`src/rtl/rr_thread_scheduler.sv`:
```
// ---------------------------------------------------------------------------
// rr_thread_scheduler
//
// Round-robin thread scheduler. Each cycle it picks one eligible thread
// (active and not stalled) and offers it to fetch/issue over a registered
// valid/ready handshake. Threads can be stalled for a programmable number
// of cycles to cover long-latency operations.
//
// Optional build macro: SCHED_QUANTUM_EN
//   When defined, a thread may issue up to QUANTUM times back-to-back
//   before the rotation moves on. When undefined, rotation is strict.
//
// Ports:
//   clk             in   rising-edge clock
//   reset           in   synchronous, active-low reset
//   active_threads  in   bit i = thread i alive
//   stall_req       in   load stall counter of stall_id this cycle
//   stall_id        in   thread to stall
//   stall_cycles    in   stall length in cycles (0 = no effect)
//   issue_ready     in   downstream accepts issue_thread
//   issue_valid     out  issue_thread is valid
//   issue_thread    out  scheduled thread ID
//   stalled_threads out  bit i = stall counter i nonzero
//   all_done        out  no active threads and nothing pending
// ---------------------------------------------------------------------------
module rr_thread_scheduler #(
  parameter int NUM_THREADS     = 4,
  parameter int THREAD_ID_WIDTH = 3,
  parameter int STALL_WIDTH     = 4,
  parameter int QUANTUM         = 2
) (
  input  logic                       clk,
  input  logic                       reset,
  input  logic [NUM_THREADS-1:0]     active_threads,
  input  logic                       stall_req,
  input  logic [THREAD_ID_WIDTH-1:0] stall_id,
  input  logic [STALL_WIDTH-1:0]     stall_cycles,
  input  logic                       issue_ready,
  output logic                       issue_valid,
  output logic [THREAD_ID_WIDTH-1:0] issue_thread,
  output logic [NUM_THREADS-1:0]     stalled_threads,
  output logic                       all_done
);

  localparam logic [THREAD_ID_WIDTH-1:0] LAST_THREAD = THREAD_ID_WIDTH'(NUM_THREADS - 1);

  logic [STALL_WIDTH-1:0]     stall_cnt [NUM_THREADS];
  logic [THREAD_ID_WIDTH-1:0] last_id;
  logic [NUM_THREADS-1:0]     elig;
  logic [NUM_THREADS-1:0]     stall_load;
  logic                       last_elig;
  logic                       free;
  logic [THREAD_ID_WIDTH-1:0] next_start;
  logic [THREAD_ID_WIDTH-1:0] search_start;
  logic                       pick_found;
  logic [THREAD_ID_WIDTH-1:0] pick_id;

`ifdef SCHED_QUANTUM_EN
  localparam int RUN_W = $clog2(QUANTUM + 1);
  logic [RUN_W-1:0] run_cnt;
`else
  // QUANTUM only matters when the quantum extension is built in.
  logic unused_quantum;
  assign unused_quantum = ^QUANTUM;
`endif

  assign free       = !issue_valid || issue_ready;
  assign next_start = (last_id == LAST_THREAD) ? '0 : last_id + THREAD_ID_WIDTH'(1);

  // Eligibility and stall-load decode. A thread being stalled this cycle is
  // already excluded so it can never be picked in its request cycle.
  // NOTE: every variable written in always_comb gets a default first, so no
  // path can leave it unassigned and infer a latch.
  always_comb begin
    elig            = '0;
    stall_load      = '0;
    stalled_threads = '0;
    last_elig       = 1'b0;
    for (int i = 0; i < NUM_THREADS; i++) begin
      stall_load[i]      = stall_req && (stall_cycles != '0) &&
                           (stall_id == THREAD_ID_WIDTH'(i));
      elig[i]            = active_threads[i] && (stall_cnt[i] == '0) && !stall_load[i];
      stalled_threads[i] = (stall_cnt[i] != '0);
      if (last_id == THREAD_ID_WIDTH'(i)) begin
        last_elig = elig[i];
      end
    end
  end

  // Where the wrapped search begins.
  always_comb begin
    search_start = next_start;
`ifdef SCHED_QUANTUM_EN
    // run_cnt == 0 means nothing has issued since reset, so last_id is only
    // the rotation seed and must not be given a quantum.
    if ((run_cnt != '0) && (run_cnt < RUN_W'(QUANTUM)) && last_elig) begin
      search_start = last_id;
    end
`endif
  end

  // Wrapped first-set search: first take the lowest eligible id at or above
  // search_start; if none, the lowest eligible id overall is next in order.
  always_comb begin
    pick_found = 1'b0;
    pick_id    = '0;
    for (int i = 0; i < NUM_THREADS; i++) begin
      if (!pick_found && elig[i] && (THREAD_ID_WIDTH'(i) >= search_start)) begin
        pick_found = 1'b1;
        pick_id    = THREAD_ID_WIDTH'(i);
      end
    end
    for (int i = 0; i < NUM_THREADS; i++) begin
      if (!pick_found && elig[i]) begin
        pick_found = 1'b1;
        pick_id    = THREAD_ID_WIDTH'(i);
      end
    end
  end

  // NOTE: sequential state uses non-blocking assignments so every register
  // samples the pre-edge values, independent of statement order.
  always_ff @(posedge clk) begin
    if (!reset) begin
      issue_valid  <= 1'b0;
      issue_thread <= '0;
      all_done     <= 1'b0;
      last_id      <= LAST_THREAD;
      // NOTE: the stall counters are a small register array, not a RAM; they
      // must be reset because they gate eligibility from the first cycle.
      for (int i = 0; i < NUM_THREADS; i++) begin
        stall_cnt[i] <= '0;
      end
`ifdef SCHED_QUANTUM_EN
      run_cnt <= '0;
`endif
    end else begin
      // A fresh load wins over the decrement and overwrites any count.
      for (int i = 0; i < NUM_THREADS; i++) begin
        if (stall_load[i]) begin
          stall_cnt[i] <= stall_cycles;
        end else if (stall_cnt[i] != '0) begin
          stall_cnt[i] <= stall_cnt[i] - STALL_WIDTH'(1);
        end
      end

      // A held offer stays put until accepted, even if its thread goes away.
      if (free) begin
        if (pick_found) begin
          issue_valid  <= 1'b1;
          issue_thread <= pick_id;
          last_id      <= pick_id;
`ifdef SCHED_QUANTUM_EN
          if ((pick_id == last_id) && (run_cnt != '0)) begin
            if (run_cnt < RUN_W'(QUANTUM)) begin
              run_cnt <= run_cnt + RUN_W'(1);
            end
          end else begin
            run_cnt <= RUN_W'(1);
          end
`endif
        end else begin
          issue_valid <= 1'b0;
        end
      end

      all_done <= (active_threads == '0) && !issue_valid;
    end
  end

endmodule
```
`config.mk`:
```
export PLATFORM = sky130hd
export DESIGN_NAME = rr_thread_scheduler
export DESIGN_NICKNAME = d
export VERILOG_FILES = /design/src/rtl/rr_thread_scheduler.sv
export SDC_FILE = /design/constraint.sdc
export NUM_CORES = 1
export LEC_CHECK = 0
export CORE_MARGIN = 2
export CORE_UTILIZATION = 53
export CTS_BUF_LIST = sky130_fd_sc_hd__clkbuf_8 sky130_fd_sc_hd__clkbuf_16
export CTS_CLUSTER_DIAMETER = 150
export DETAILED_ROUTE_END_ITERATION = 8
export PLACE_DENSITY_LB_ADDON = 0.12
export RECOVER_POWER = 100
export REMOVE_ABC_BUFFERS = 1
export SYNTH_ARGS = -nofsm -noshare
export SYNTH_HDL_FRONTEND = slang
export SYNTH_SLANG_ARGS = --single-unit
```
`constraint.sdc`:
```
create_clock -name clk -period 2.28 [get_ports clk]
set_input_delay 0.57 -clock clk [delete_from_list [all_inputs] [get_ports clk]]
set_output_delay 0.57 -clock clk [all_outputs]
set_load 0.005 [all_outputs]
```
==> flow_metrics.py <==
metrics = {
    "cells_and_area": {
        "multi_input_area_um2": 944.7,
        "stdcell_count": 244,
        "antenna-diode-count": 0,
        "area.sequential_um2": 600.6,
        "numnets_final": 239,
        "fill_cells": 211,
        "finish.instance_area_um2": 2136,
        "drive_above_1_share_pct": 24.41,
        "areaGrowthSynthToFinish_pct": 36.78,
    },
    "synthesis": {
        "synth.ff_latch_count": 22,
        "number_of_synthesized_flops_with_an_enable_pin": 16,
        "syn_area_per_cell_um2": 9.821,
        "asyncSetResetFlopFracSynth_pct": 0,
        "synth-warning-count": 0,
        "synth_cells": 159,
        "dominantRegCellSynth": "edfxtp_1",
        "share_of_synthesized_area_occupied_by_flip_flops_and_latches_pct": 38.46,
        "synth.cell_area_um2": 1561,
        "synth_cell_type_count": 43,
    },
    "cts": {
        "worst_skew_pair.late_latency_ns": 0.26,
        "clock_tree.buffer_depth": 2,
        "clockRootBuffer": "clkbuf_8",
        "tritoncts_num_sinks": 22,
        "cts_max_level": 1,
        "clkSlewWorstSetupHoldPaths_ns": 0.08,
        "number_of_cts_inserted_buffers": 3,
        "hold_buffer_count_at_cts": 0,
        "cts_tree": "done",
    },
    "setup_path": {
        "cp_data_required_time_ns": 2.43,
        "setup.reg_to_reg.worst_slack_ns": 0.16,
        "kind_of_critical_path": "input pin to flop",
        "timing.rr.start": "stall_cnt[0][0]",
        "worstSetupStartpoint": "stall_cycles[0]",
        "worst-r2r-cell-count": 9,
        "timing.rr.end": "issue_valid",
        "worst_setup_path_start_kind": "input pin",
        "critical_path.max_fanout": 5,
        "critical_path_arrival_ns": 2.44,
        "end_kind": "flop",
    },
    "flow_run": {
        "max_cap_viol_count": 0,
    },
    "min_path": {
        "endpoint_of_the_worst_hold_path": "issue_thread[0]",
        "hold_path_startpoint": "issue_thread[0]",
        "min_path_cells": 2,
        "holdCritPathClass": "flop to flop",
    },
    "die": {
        "core_area_um2": 2781,
        "placement_rows": 19,
        "die_x_um": 58.28,
        "num_io_pins": 24,
        "die-height_um": 58.28,
        "overall_die_area_um2": 3397,
        "initial_utilization_pct": 56.14,
    },
    "sta": {
        "final_hold_viol_count": 0,
        "achievable-frequency_mhz": 437.2,
        "finalCriticalPeriod_ns": 2.287,
        "max_slew.worst_pin.slew_ns": 0.7957,
        "final_max_slew_viol_count": 0,
        "timing.final.ws_setup_ns": -0.007311,
        "setup_viol_count_final": 1,
        "post-route-period-util_pct": 100.3,
        "slew_headroom_pct": 46.54,
        "setup_total_neg_slack_ns": -0.007311,
        "final.setup_skew_ns": 0.003901,
    },
    "global_route": {
        "globalRouteTotalUtil_pct": 25.61,
        "grt-ovfl-total": 0,
        "grt_max_degree": 26,
        "first_global_vias": 1427,
        "antenna_found_initial": 0,
        "grt_pass1_wl_mm": 6.437,
    },
    "run_status": {
        "failed_checks": "setup timing",
        "outcome": "finished with violations",
    },
    "placement": {
        "place_congestion": 0.8488,
        "dp.cells": 233,
        "hpwlAfterDp_mm": 3.089,
        "placed_area_um2": 1998,
        "io_buffer_count": 22,
    },
    "drt": {
        "detailroute.via_count": 1488,
        "drt_pre_antenna_iters": 4,
        "sum_of_met3_wire_segment_lengths_after_detailed_routing_um": 171,
        "routedLengthMet1_mm": 1.727,
        "met2RoutedLength_mm": 2.115,
        "final_antenna_net_count": 0,
        "route.detailed.drc": 0,
        "post_drt_wl_per_cell_um": 16.81,
        "drtIter0Drc": 55,
        "route.top_layer_used": "met4",
        "totalWireLength_mm": 4.101,
        "detail_route.vias_per_cell": 6.098,
    },
    "pwr": {
        "p_leak_nw": 0.9416,
        "powerDensity_nw_per_um2": 1188,
        "report.power.total_w": 0.002537,
        "ir_worst_vdd_v": 0.0009026,
    },
}
stage by stage:
step / hold WS (ns) / setup WS, ns / util (%)
finish: 0.4508 / -0.007311 / 76.79
CTS: 0.4570 / -0.01529 / 75.75
global route: 0.4897 / -0.01779 / 76.79
detailed placement: 0.4461 / -0.3743 / 71.84
global placement: 0.4410 / -0.3044 / 71.84
floorplan: 0.4514 / 0.2761 / -
Yosys cell counts (all sizes together) (6+ instances only):
cell type   n  area share, %
edfxtp     16             31
dfxtp       6            7.7
nand2       9            2.2
inv        13            3.1
a21oi      13            4.2
ha         10            8.0
nor3       19            6.1
nor2b      14            5.6
critical path: stages:
cell and delay, ns:
dlygate4sd2_1 0.34, nor4_4 0.11, nor4b_2 0.51, a22oi_2 0.20
buf_4 0.19, buf_4 0.13, buf_4 0.12, o31a_1 0.27
layout by cell type (no fill, tap or decap), drive strengths merged, types with 2 or more instances in the layout:
cell type | Yosys | layout
buf | 1 | 24
nor3 | 19 | 19
edfxtp | 16 | 16
nor2b | 14 | 14
inv | 13 | 14
a21oi | 13 | 13
ha | 10 | 10
nand2 | 9 | 9
clkbuf | 2 | 9
dlymetal6s2s | 0 | 7
clkdlybuf4s50 | 0 | 7
dfxtp | 6 | 6
dlygate4sd3 | 0 | 5
xnor2 | 4 | 4
nand3 | 4 | 4
or3 | 4 | 4
a211o | 4 | 4
or4b | 4 | 4
nor3b | 4 | 4
dlygate4sd2 | 0 | 3
nor4 | 2 | 3
o211a | 2 | 2
o311a | 2 | 2
and3 | 2 | 2
a211oi | 2 | 2
a21boi | 2 | 2
nand2b | 2 | 2
o211ai | 2 | 2
o21ai | 2 | 2
o21bai | 2 | 2
routing by layer:
layer,vias to the layer above,global-route usage (%)
li1,706,-
met5,-,0
met4,0,9.635
met1,707,29.76
met3,8,3.571
met2,67,47.03
repair_timing:
item                                    4_1_cts  5_1_grt
setup buffers                                 1        5
pin swaps                                     4        5
gates cloned                                  1        0
endpoints found under the setup margin       21       25
gates resized for setup                      12       17
endpoints found under the hold margin         0        0
cells by family after synthesis:
logic type      Yosys count  share of synthesized area (%)
simple gates             70                          29.81
compound gates           35                          16.43
flops                    22                          38.46
buf+inv                  16                          4.087
fa+ha+maj                10                          8.013
xor+xnor                  4                          2.243
other cells               1                         0.2402
mux                       1                         0.7211
state kept, by name, indices dropped and copies added (netlist names):
register / cells
stall_cnt: 16
issue_thread: 2
last_id: 2
all_done: 1
issue_valid: 1
worst max path at each step:
| stage | slack [ns] | end | depth (start not counted) |
|---|---|---|---|
| floorplan | 0.28 | last_id[1] | 6 |
| global placement | -0.30 | last_id[1] | 7 |
| detailed placement | -0.37 | last_id[1] | 7 |
| CTS | -0.02 | issue_thread[0] | 8 |
| global route | -0.02 | issue_valid | 8 |
| finish | -0.007 | issue_valid | 8 |
report_power, final:
group / internal (W) / leakage [nW] / switching [W]
registers: 0.000644 / 0.230 / 0.000128
logic: 0.000798 / 0.685 / 0.000722
clock network: 0.000120 / 0.0269 / 0.000126
total: 0.00156 / 0.942 / 0.000975
cell type report:
cell class,instances,share of cell area (%)
Multi-Input combinational cell,122,44.23
Sequential cell,22,28.12
Timing Repair Buffer,52,21.44
Inverter,13,2.285
Clock buffer,3,1.933
Tap cell,31,1.816
Clock inverter,1,0.1757
No activity file was read; power rests on OpenSTA's default activity.
